**config.mk**
```make
export PLATFORM = sky130hd
export DESIGN_NAME = fpu_divsqrt_ctrl_flat
export DESIGN_NICKNAME = d
export VERILOG_FILES = /design/src/rtl/fpu_divsqrt_ctrl_if.sv /design/src/rtl/fpu_divsqrt_ctrl.sv /design/src/flat_wrapper.sv
export SDC_FILE = /design/constraint.sdc
export NUM_CORES = 1
export LEC_CHECK = 0
export ABC_AREA = 1
export BUFFER_PORTS_ARGS = -buffer_cell sky130_fd_sc_hd__buf_2
export CAP_MARGIN = 10
export CORE_ASPECT_RATIO = 1.25
export CORE_MARGIN = 2
export CORE_UTILIZATION = 44
export DETAILED_ROUTE_END_ITERATION = 10
export GPL_TIMING_DRIVEN = 0
export PLACE_DENSITY_LB_ADDON = 0.2
export SYNTH_ARGS = -nofsm -noshare
export SYNTH_HDL_FRONTEND = slang
export SYNTH_SLANG_ARGS = --single-unit
```
**constraint.sdc**
```tcl
create_clock -name clk -period 1.4 [get_ports clk]
set_clock_uncertainty 0.05 [all_clocks]
set_input_delay 0.21 -clock clk [delete_from_list [all_inputs] [get_ports clk]]
set_output_delay 0.21 -clock clk [all_outputs]
set_load 0.01 [all_outputs]
```
**src/rtl/fpu_divsqrt_ctrl_if.sv**
```systemverilog
// Signal bundle between the ID/FPU pipeline and the divide/square-root sequencer.
// The slave modport is the sequencer side; the master modport is the pipeline side.
interface fpu_divsqrt_ctrl_if;
  logic        id_fp;
  logic [2:0]  id_fc;
  logic [4:0]  id_fd;
  logic [4:0]  id_fs;
  logic [4:0]  id_ft;
  logic        id_use_fs;
  logic        id_use_ft;
  logic        id_hold;
  logic        flush;
  logic        e3w;
  logic [31:0] core_result;

  logic        core_start;
  logic        core_sqrt;
  logic        core_abort;
  logic        dsq_w;
  logic [4:0]  dsq_n;
  logic [31:0] dsq_d;
  logic        stall_div_sqrt;
  logic        busy;

  modport slave (
    input  id_fp, id_fc, id_fd, id_fs, id_ft, id_use_fs, id_use_ft, id_hold, flush, e3w,
    input  core_result,
    output core_start, core_sqrt, core_abort, dsq_w, dsq_n, dsq_d, stall_div_sqrt, busy
  );

  modport master (
    output id_fp, id_fc, id_fd, id_fs, id_ft, id_use_fs, id_use_ft, id_hold, flush, e3w,
    output core_result,
    input  core_start, core_sqrt, core_abort, dsq_w, dsq_n, dsq_d, stall_div_sqrt, busy
  );
endinterface

```
**src/rtl/fpu_divsqrt_ctrl.sv**
```systemverilog
// Sequencer for the iterative FP divide/sqrt core: accepts one op from ID, counts its fixed
// latency, holds hazarding ID instructions and shares the FP write port with FPU stage E3.
module fpu_divsqrt_ctrl #(
  parameter int unsigned LAT_DIV  = 14,
  parameter int unsigned LAT_SQRT = 10
) (
  input logic                 clk,
  input logic                 rst,
  fpu_divsqrt_ctrl_if.slave   bus
);

  typedef enum logic [1:0] {StIdle, StRun, StWb} state_e;

  // The count loads LAT-1 so that it reaches zero in the final core cycle.
  localparam logic [5:0] CntDiv  = 6'(LAT_DIV - 1);
  localparam logic [5:0] CntSqrt = 6'(LAT_SQRT - 1);

  state_e      state_q, state_d;
  logic [5:0]  cnt_q, cnt_d;
  logic [4:0]  rd_q, rd_d;
  logic        sqrt_q, sqrt_d;
  logic [31:0] res_q, res_d;

  logic is_ds;
  logic accept;
  logic busy;
  logic first_run;
  logic cnt_done;

  assign is_ds     = bus.id_fp & bus.id_fc[2];
  assign busy      = (state_q != StIdle);
  assign accept    = (state_q == StIdle) & is_ds & ~bus.id_hold & ~bus.flush;
  assign cnt_done  = (cnt_q == 6'd0);
  assign first_run = (state_q == StRun) & (cnt_q == (sqrt_q ? CntSqrt : CntDiv));

  // Structural (any div/sqrt), WAW (same fd) and RAW (source reads rd) hazards.
  // Built only from raw decode so it cannot loop back through wpcir.
  always_comb begin
    bus.stall_div_sqrt = busy & bus.id_fp &
                         (bus.id_fc[2] |
                          (bus.id_fd == rd_q) |
                          (bus.id_use_fs & (bus.id_fs == rd_q)) |
                          (bus.id_use_ft & (bus.id_ft == rd_q)));
  end

  // State register
  always_ff @(posedge clk or posedge rst) begin
    if (rst) begin
      state_q <= StIdle;
      cnt_q   <= 6'd0;
      rd_q    <= 5'd0;
      sqrt_q  <= 1'b0;
      res_q   <= 32'd0;
    end else begin
      state_q <= state_d;
      cnt_q   <= cnt_d;
      rd_q    <= rd_d;
      sqrt_q  <= sqrt_d;
      res_q   <= res_d;
    end
  end

  // Next-state logic; flush overrides every other transition.
  always_comb begin
    state_d = state_q;
    unique case (state_q)
      StIdle: begin
        if (accept) state_d = StRun;
      end
      StRun: begin
        if (bus.flush)    state_d = StIdle;
        else if (cnt_done) state_d = StWb;
      end
      StWb: begin
        if (bus.flush || !bus.e3w) state_d = StIdle;
      end
      default: state_d = StIdle;
    endcase
  end

  always_comb begin
    cnt_d  = cnt_q;
    rd_d   = rd_q;
    sqrt_d = sqrt_q;
    res_d  = res_q;
    if (accept) begin
      rd_d   = bus.id_fd;
      sqrt_d = bus.id_fc[1];
      cnt_d  = bus.id_fc[1] ? CntSqrt : CntDiv;
    end else if (state_q == StRun) begin
      if (!cnt_done) cnt_d = cnt_q - 6'd1;
      if (cnt_done && !bus.flush) res_d = bus.core_result;
    end
  end

  // Output logic; everything decodes from registered state so reset clears it at once.
  always_comb begin
    bus.core_start = 1'b0;
    bus.core_sqrt  = 1'b0;
    bus.core_abort = 1'b0;
    bus.dsq_w      = 1'b0;
    bus.dsq_n      = 5'd0;
    bus.dsq_d      = 32'd0;
    bus.busy       = busy;
    unique case (state_q)
      StIdle: ;
      StRun: begin
        bus.core_start = first_run;
        bus.core_sqrt  = sqrt_q;
        bus.core_abort = bus.flush;
      end
      StWb: begin
        bus.dsq_w = ~bus.e3w & ~bus.flush;
        bus.dsq_n = rd_q;
        bus.dsq_d = res_q;
      end
      default: ;
    endcase
  end

  a_single_writer: assert property (@(posedge clk) disable iff (rst) bus.dsq_w |-> !bus.e3w);
  a_no_idle_stall: assert property (@(posedge clk) disable iff (rst)
                                    !bus.busy |-> !bus.stall_div_sqrt);
  a_start_pulse:   assert property (@(posedge clk) disable iff (rst)
                                    bus.core_start |=> !bus.core_start);
  a_abort_idles:   assert property (@(posedge clk) disable iff (rst)
                                    bus.core_abort |=> !bus.busy);

endmodule

```
**src/flat_wrapper.sv**
```systemverilog
// flat-port wrapper written by rule: the top's interface ports become plain ports
module fpu_divsqrt_ctrl_flat 
#(
  parameter int unsigned LAT_DIV  = 14,
  parameter int unsigned LAT_SQRT = 10
)
  (clk, rst, bus_id_fp, bus_id_fc, bus_id_fd, bus_id_fs, bus_id_ft, bus_id_use_fs, bus_id_use_ft, bus_id_hold, bus_flush, bus_e3w, bus_core_result, bus_core_start, bus_core_sqrt, bus_core_abort, bus_dsq_w, bus_dsq_n, bus_dsq_d, bus_stall_div_sqrt, bus_busy);
  fpu_divsqrt_ctrl_if bus_i ();
  input logic clk;
  input logic rst;
  input wire logic [$bits(bus_i.id_fp)-1:0] bus_id_fp;
  input wire logic [$bits(bus_i.id_fc)-1:0] bus_id_fc;
  input wire logic [$bits(bus_i.id_fd)-1:0] bus_id_fd;
  input wire logic [$bits(bus_i.id_fs)-1:0] bus_id_fs;
  input wire logic [$bits(bus_i.id_ft)-1:0] bus_id_ft;
  input wire logic [$bits(bus_i.id_use_fs)-1:0] bus_id_use_fs;
  input wire logic [$bits(bus_i.id_use_ft)-1:0] bus_id_use_ft;
  input wire logic [$bits(bus_i.id_hold)-1:0] bus_id_hold;
  input wire logic [$bits(bus_i.flush)-1:0] bus_flush;
  input wire logic [$bits(bus_i.e3w)-1:0] bus_e3w;
  input wire logic [$bits(bus_i.core_result)-1:0] bus_core_result;
  output wire logic [$bits(bus_i.core_start)-1:0] bus_core_start;
  output wire logic [$bits(bus_i.core_sqrt)-1:0] bus_core_sqrt;
  output wire logic [$bits(bus_i.core_abort)-1:0] bus_core_abort;
  output wire logic [$bits(bus_i.dsq_w)-1:0] bus_dsq_w;
  output wire logic [$bits(bus_i.dsq_n)-1:0] bus_dsq_n;
  output wire logic [$bits(bus_i.dsq_d)-1:0] bus_dsq_d;
  output wire logic [$bits(bus_i.stall_div_sqrt)-1:0] bus_stall_div_sqrt;
  output wire logic [$bits(bus_i.busy)-1:0] bus_busy;
  assign bus_i.id_fp = bus_id_fp;
  assign bus_i.id_fc = bus_id_fc;
  assign bus_i.id_fd = bus_id_fd;
  assign bus_i.id_fs = bus_id_fs;
  assign bus_i.id_ft = bus_id_ft;
  assign bus_i.id_use_fs = bus_id_use_fs;
  assign bus_i.id_use_ft = bus_id_use_ft;
  assign bus_i.id_hold = bus_id_hold;
  assign bus_i.flush = bus_flush;
  assign bus_i.e3w = bus_e3w;
  assign bus_i.core_result = bus_core_result;
  assign bus_core_start = bus_i.core_start;
  assign bus_core_sqrt = bus_i.core_sqrt;
  assign bus_core_abort = bus_i.core_abort;
  assign bus_dsq_w = bus_i.dsq_w;
  assign bus_dsq_n = bus_i.dsq_n;
  assign bus_dsq_d = bus_i.dsq_d;
  assign bus_stall_div_sqrt = bus_i.stall_div_sqrt;
  assign bus_busy = bus_i.busy;
  fpu_divsqrt_ctrl #(.LAT_DIV(LAT_DIV), .LAT_SQRT(LAT_SQRT)) u_core (.clk(clk), .rst(rst), .bus(bus_i));
endmodule
```
**Yosys cells after proc, flatten, opt, wreduce, memory -nomap -nowiden**

Index checks and enable logic that the tools add are counted.

- Register bits: 46
- Logic and storage cells: 60

- Add/subtract/negate cells: 1
- Reductions and logical operators: 11
- Equal/unequal tests: 10
- Multiplexer cells: 16
- Bitwise logic cells: 17

Operators with widths:

| operator | number |
|---|---|
| $mux 32 | 1 |
| $mux 6 | 3 |
| $eq 5x5->1 | 3 |
| $and 1x1->1 | 10 |
| $mux 2 | 4 |
| $eq 6x6->1 | 1 |
| $logic_not 6->1 | 1 |
| $mux 3 | 2 |
| $ne 2x1->1 const B | 3 |
| $pmux 2 s3 | 1 |
| $reduce_and 3->1 | 2 |
| $sub 6x1->6 const B | 1 |
| $mux 5 | 1 |
| $mux 1 | 4 |
| $not 1->1 | 4 |
| $reduce_bool 2->1 | 2 |
| $ne 3x2->1 const B | 1 |
| $or 1x1->1 | 3 |
| $eq 2x1->1 const B | 1 |
| $eq 2x2->1 const B | 1 |
| $logic_not 1->1 | 2 |
| $logic_not 2->1 | 1 |
| $reduce_and 2->1 | 1 |
| $logic_and 1x1->1 | 1 |
| $logic_or 1x1->1 | 1 |

**Logic depth before layout (Yosys ltp)**

- Depth after elaboration: 6
- Depth in mapped cells: 10
- Depth with buffers taken out: 8

**Worst setup path before layout**

No wires, ideal clock.

- Kind: flip-flop to flip-flop
- Start: register u_core.cnt_q[0]
- End: register u_core.res_q[10]
- Setup slack: -0.130 ns
- Data arrival time: 1.360 ns
- Cell stages (with the launch flop): 10
- Library setup time: 0.120 ns
- Cells stage by stage: dfrtp_1 > inv_1 > ha_1 > nand4_2 > nor2_1 > nand2_1 > buf_6 > buf_6 > nor2_1 > a21oi_2

- Word-level cells in the longest chain between the ends: 3

Ends and longest elaborated chain:

| what | line | RTL |
|---|---|---|
| start: declaration | fpu_divsqrt_ctrl.sv:19 | `logic [5:0] cnt_q, cnt_d;` |
| start signal: assignment | fpu_divsqrt_ctrl.sv:56 | `cnt_q <= cnt_d;` |
| $logic_not 6->1 | fpu_divsqrt_ctrl.sv:33 | `assign cnt_done = (cnt_q == 6'd0);` |
| $logic_and 1x1->1 | fpu_divsqrt_ctrl.sv:92 | `if (cnt_done && !bus.flush) res_d = bus.core_result;` |
| $reduce_and 3->1 (no line) | n/a |  |
| end signal: assignment | fpu_divsqrt_ctrl.sv:59 | `res_q <= res_d;` |
| end: declaration | fpu_divsqrt_ctrl.sv:22 | `logic [31:0] res_q, res_d;` |

No other way between the ends.
A chain may end at the register's enable or synchronous reset.

**Worst setup path after layout**

- Start: register u_core.state_q[0]
- End: output bus_dsq_w

- Word-level cells in the longest chain between the ends: 2

Ends and longest elaborated chain:

| what | line | RTL |
|---|---|---|
| start: declaration | fpu_divsqrt_ctrl.sv:18 | `state_e state_q, state_d;` |
| start signal: assignment | fpu_divsqrt_ctrl.sv:49 | `state_q <= StIdle;` |
| start signal: assignment | fpu_divsqrt_ctrl.sv:55 | `state_q <= state_d;` |
| $eq 2x2->1 | fpu_divsqrt_ctrl.sv:105 | `unique case (state_q)` |
| $mux 1 | fpu_divsqrt_ctrl.sv:105 |  |
| end: declaration | flat_wrapper.sv:25 | `output wire logic [$bits(bus_i.dsq_w)-1:0] bus_dsq_w;` |

No other way between the ends.

==> impl_results.md <==
* Simple-gate share of the synthesized area at 26.56%
* Combinational family with the most area after synthesis: simple AND/OR/NAND/NOR gates
* Fin Hold WS at 0.1166 ns
* Synth unique cells at 22
* Mapped Cells at 344
* Nets at 542
* Hold Fails Final Rpt at 0
* Clock Path Buffers at 2
* Clk pin slew, worst setup/hold paths at 0.09 ns
* Compound-Gate Fraction of Synth Area at 13.72%
* Number of max-cap violations at 0
* Pleak at 2.333 nW
* Hold endpoint: u_core.res_q[15]$_DFFE_PP0P_
* Slew at the pin with the worst max-slew slack at 0.2420 ns
* RSZ-0062 raised after global routing: yes
* Run status: finished, violations left
* Synthesized area per cell at 7.558 sq um
* VDD IR max at 669.7 uV
* Via density at 4.859
* Yosys reg bits at 46
* Routed WL per cell at 14.65 um
* IO buf count at 99
* Slew HR at 83.84%
* Required @ worst endpoint at 1.14 ns
* Initial DRT Pass Iterations at 4
* Initial core utilization at 45.29%
* DR DRC count at 0
* Setup-failing EPs final at 77
* Fin util at 79.34%
* Antenna violation net count after detailed routing at 0
* Gr ovfl total at 0
* Final period util at 121.1%
* Critical Path Fanout Max at 6
* Vias post-DR at 2663
* WP buf/inv at 4
* HP Start: bus_core_result[15]
* Diodes inserted at 0
* Num rows at 31
* CP endpoint kind: output pin
* Vias in the first global route at 2595
* Setup ws final at -0.2951 ns
* DRT Wirelength at 8030 um
* Post-synthesis mux area share at 0%
* Total negative slack at -15.97 ns
* Largest net degree at the start of global routing at 39
* Failing checks: setup timing
* Adder-cell share of the synthesized area at 1.444%
* Max-slew violation count at 0
* Top-level port count at 101
* Hpwl dp at 4626 um
* Initial antenna violation count at 0
* GPL Wtd Cong at 0.8405
* Critical path launch point type: flop
* RR Endpoint: u_core.res_q[2]$_DFFE_PP0P_
* CTS tree: done
* DIE WIDTH at 72.76 um
* Slowest stage delay, CP at 0.41 ns
* Worst setup path category: flop to output pin
* XOR/XNOR Fraction of Synth Area at 1.011%
* DR iter-0 viols at 89
* Mapped Area at 0.002600 sq mm
* Sequential fraction of the synthesis area at 44.27%
* Die Ht at 89.95 um
* R2r startpoint: u_core.state_q[0]$_DFFE_PP0P_
* Top delay family on crit path: buffers and inverters
* Layout cells sized above 1 at 59.54%
* Syn Nets at 405
* YS warnings at 0
* Worst path cell trace: inv_2 > nand2_4 > buf_8 > buf_6 > nor3_4 > buf_2
* CORE AREA at 0.005741 sq mm
* CTS Sinks at 46
* Num CTS Buffers at 5
* Internal reg-to-reg setup slack at -0.23 ns
* Area grow syn2layout at 75.17%
* PnR Total Power at 5.059 mW
* Crit path DAT at 1.44 ns
* CTS H-tree lvls at 2
* Fmax at 589.9 MHz
* Clock tree root driver cell: clkbuf_8
* Hold path depth at 3
* Power Density at 1111 mW/mm^2
* Slowest-stage cell, CP: dfrtp_1
* First-pass GRT wire length at 11770 um
* Skew-Pair Late Insertion Delay at 0.29 ns
* Die ar. at 0.006544 sq mm
* GRT Util Overall at 22.58%
* Post-layout min period at 1.695 ns
* R2R depth at 10
* Hold Crit Class: input pin to flop
-- per-layer routing --
| metal | part of all wire (%) | vias up | global-route usage (%) |
|---|---|---|---|
| met5 | 0 | - | 0 |
| met4 | 3.2 | 0 | 6.019 |
| met3 | 5.5 | 18 | 4.372 |
| met2 | 52 | 96 | 39.55 |
| met1 | 39 | 1234 | 27.84 |
| li1 | - | 1315 | - |
-- cell type report --
type / instances / area [sq um]
clock inverters: 2 / 13.76
plain buffers: 12 / 212.7
inverters: 65 / 249.0
repair buffers: 130 / 1095
flip-flops and latches: 46 / 1156
fillers: 343 / 1186
well taps: 66 / 82.58
multi-input cells: 221 / 1673
clock buffers: 6 / 72.57
-- worst register-to-register path: cells and delay by family (launching register included) --
kind,cells,cell delay (ns)
buffers and inverters,5,0.56
AO/OA/AOI/OAI,1,0.03
flip-flops,1,0.39
AND/OR/NAND/NOR,4,0.47
-- report_power, final --
group / switching, mW / internal (mW) / leakage [nW]
registers: 0.261 / 1.80 / 0.503
clock network: 0.445 / 0.353 / 0.0452
logic: 1.26 / 0.938 / 1.79
-- how the worst max path moves through the flow --
stage	start	to	slack, ns	depth (start not counted)
after floorplan	u_core.cnt_q[0]$_DFFE_PP0P_	u_core.res_q[10]$_DFFE_PP0P_	-0.05	9
after global placement	rst	u_core.res_q[23]$_DFFE_PP0P_	-0.63	2
after detailed placement	u_core.state_q[1]$_DFFE_PP0P_	bus_dsq_d[28]	-0.29	5
after CTS	u_core.rd_q[2]$_DFFE_PP0P_	bus_stall_div_sqrt	-0.26	9
after global routing	u_core.rd_q[2]$_DFFE_PP0P_	bus_stall_div_sqrt	-0.42	9
final	u_core.state_q[0]$_DFFE_PP0P_	bus_dsq_w	-0.30	6
-- cells in the mapped netlist --
cell type  number  area [sq um]
a21oi_2        32         280.3
or2_2           1         6.260
nor2_1         81         304.0
xor2_1          1         8.760
inv_1          64         240.2
nor2_2         11         68.82
buf_1           1         3.750
clkbuf_1        2         7.510
inv_2           1         3.750
nand4_1         4         25.02
nor3_1          2         10.01
dfrtp_1        46          1151
buf_6           6         67.56
ha_1            3         37.54
a21oi_1         1         5.000
nand3_1         7         35.03
nand2_1        61         229.0
o22ai_1         1         6.260
o21ai_0        13         65.06
buf_2           3         15.01
xnor2_1         2         17.52
nand4_2         1         12.51
-- sequential cells by signal, indices dropped and copies added (netlist names) --
register	count
u_core.sqrt_q	1
u_core.state_q	2
u_core.cnt_q	6
u_core.rd_q	5
u_core.res_q	32
-- cells by family after synthesis --
kind of cell / count (synthesis)
buffers and inverters: 77
AOI/OAI and AO/OA: 47
adders and majority gates: 3
DFF: 46
and+or+nand+nor: 168
xor gates and xnor gates: 3
-- repair_timing --
item	4_1_cts	5_1_grt
resized for setup	110	106
setup buffers	14	9
endpoints found under the setup margin	78	82
endpoints found under the hold margin	8	0
hold buffers	1	0
pin swaps	14	12
gates cloned	8	1
-- stage by stage --
step | setup WS [ns] | std cells | instance area (sq um)
floorplan | -0.05087 | 344 | 2746
global placement | -0.6265 | 509 | 3324
detailed placement | -0.2945 | 510 | 3344
CTS | -0.2626 | 541 | 4099
global route | -0.4241 | 548 | 4554
finish | -0.2951 | 548 | 4554
-- layout by cell type (no fill, tap or decap), types with 5 or more instances in the layout --
cell type / n
a21oi_2: 33
nand3_1: 5
buf_12: 12
o21ai_0: 9
inv_1: 53
nor2_4: 59
inv_2: 10
clkbuf_8: 5
nand2_1: 54
buf_16: 5
nor2_1: 19
buf_2: 76
buf_4: 8
nor2_2: 14
buf_6: 35
dfrtp_1: 42
No activity file was read; power rests on OpenSTA's default activity.
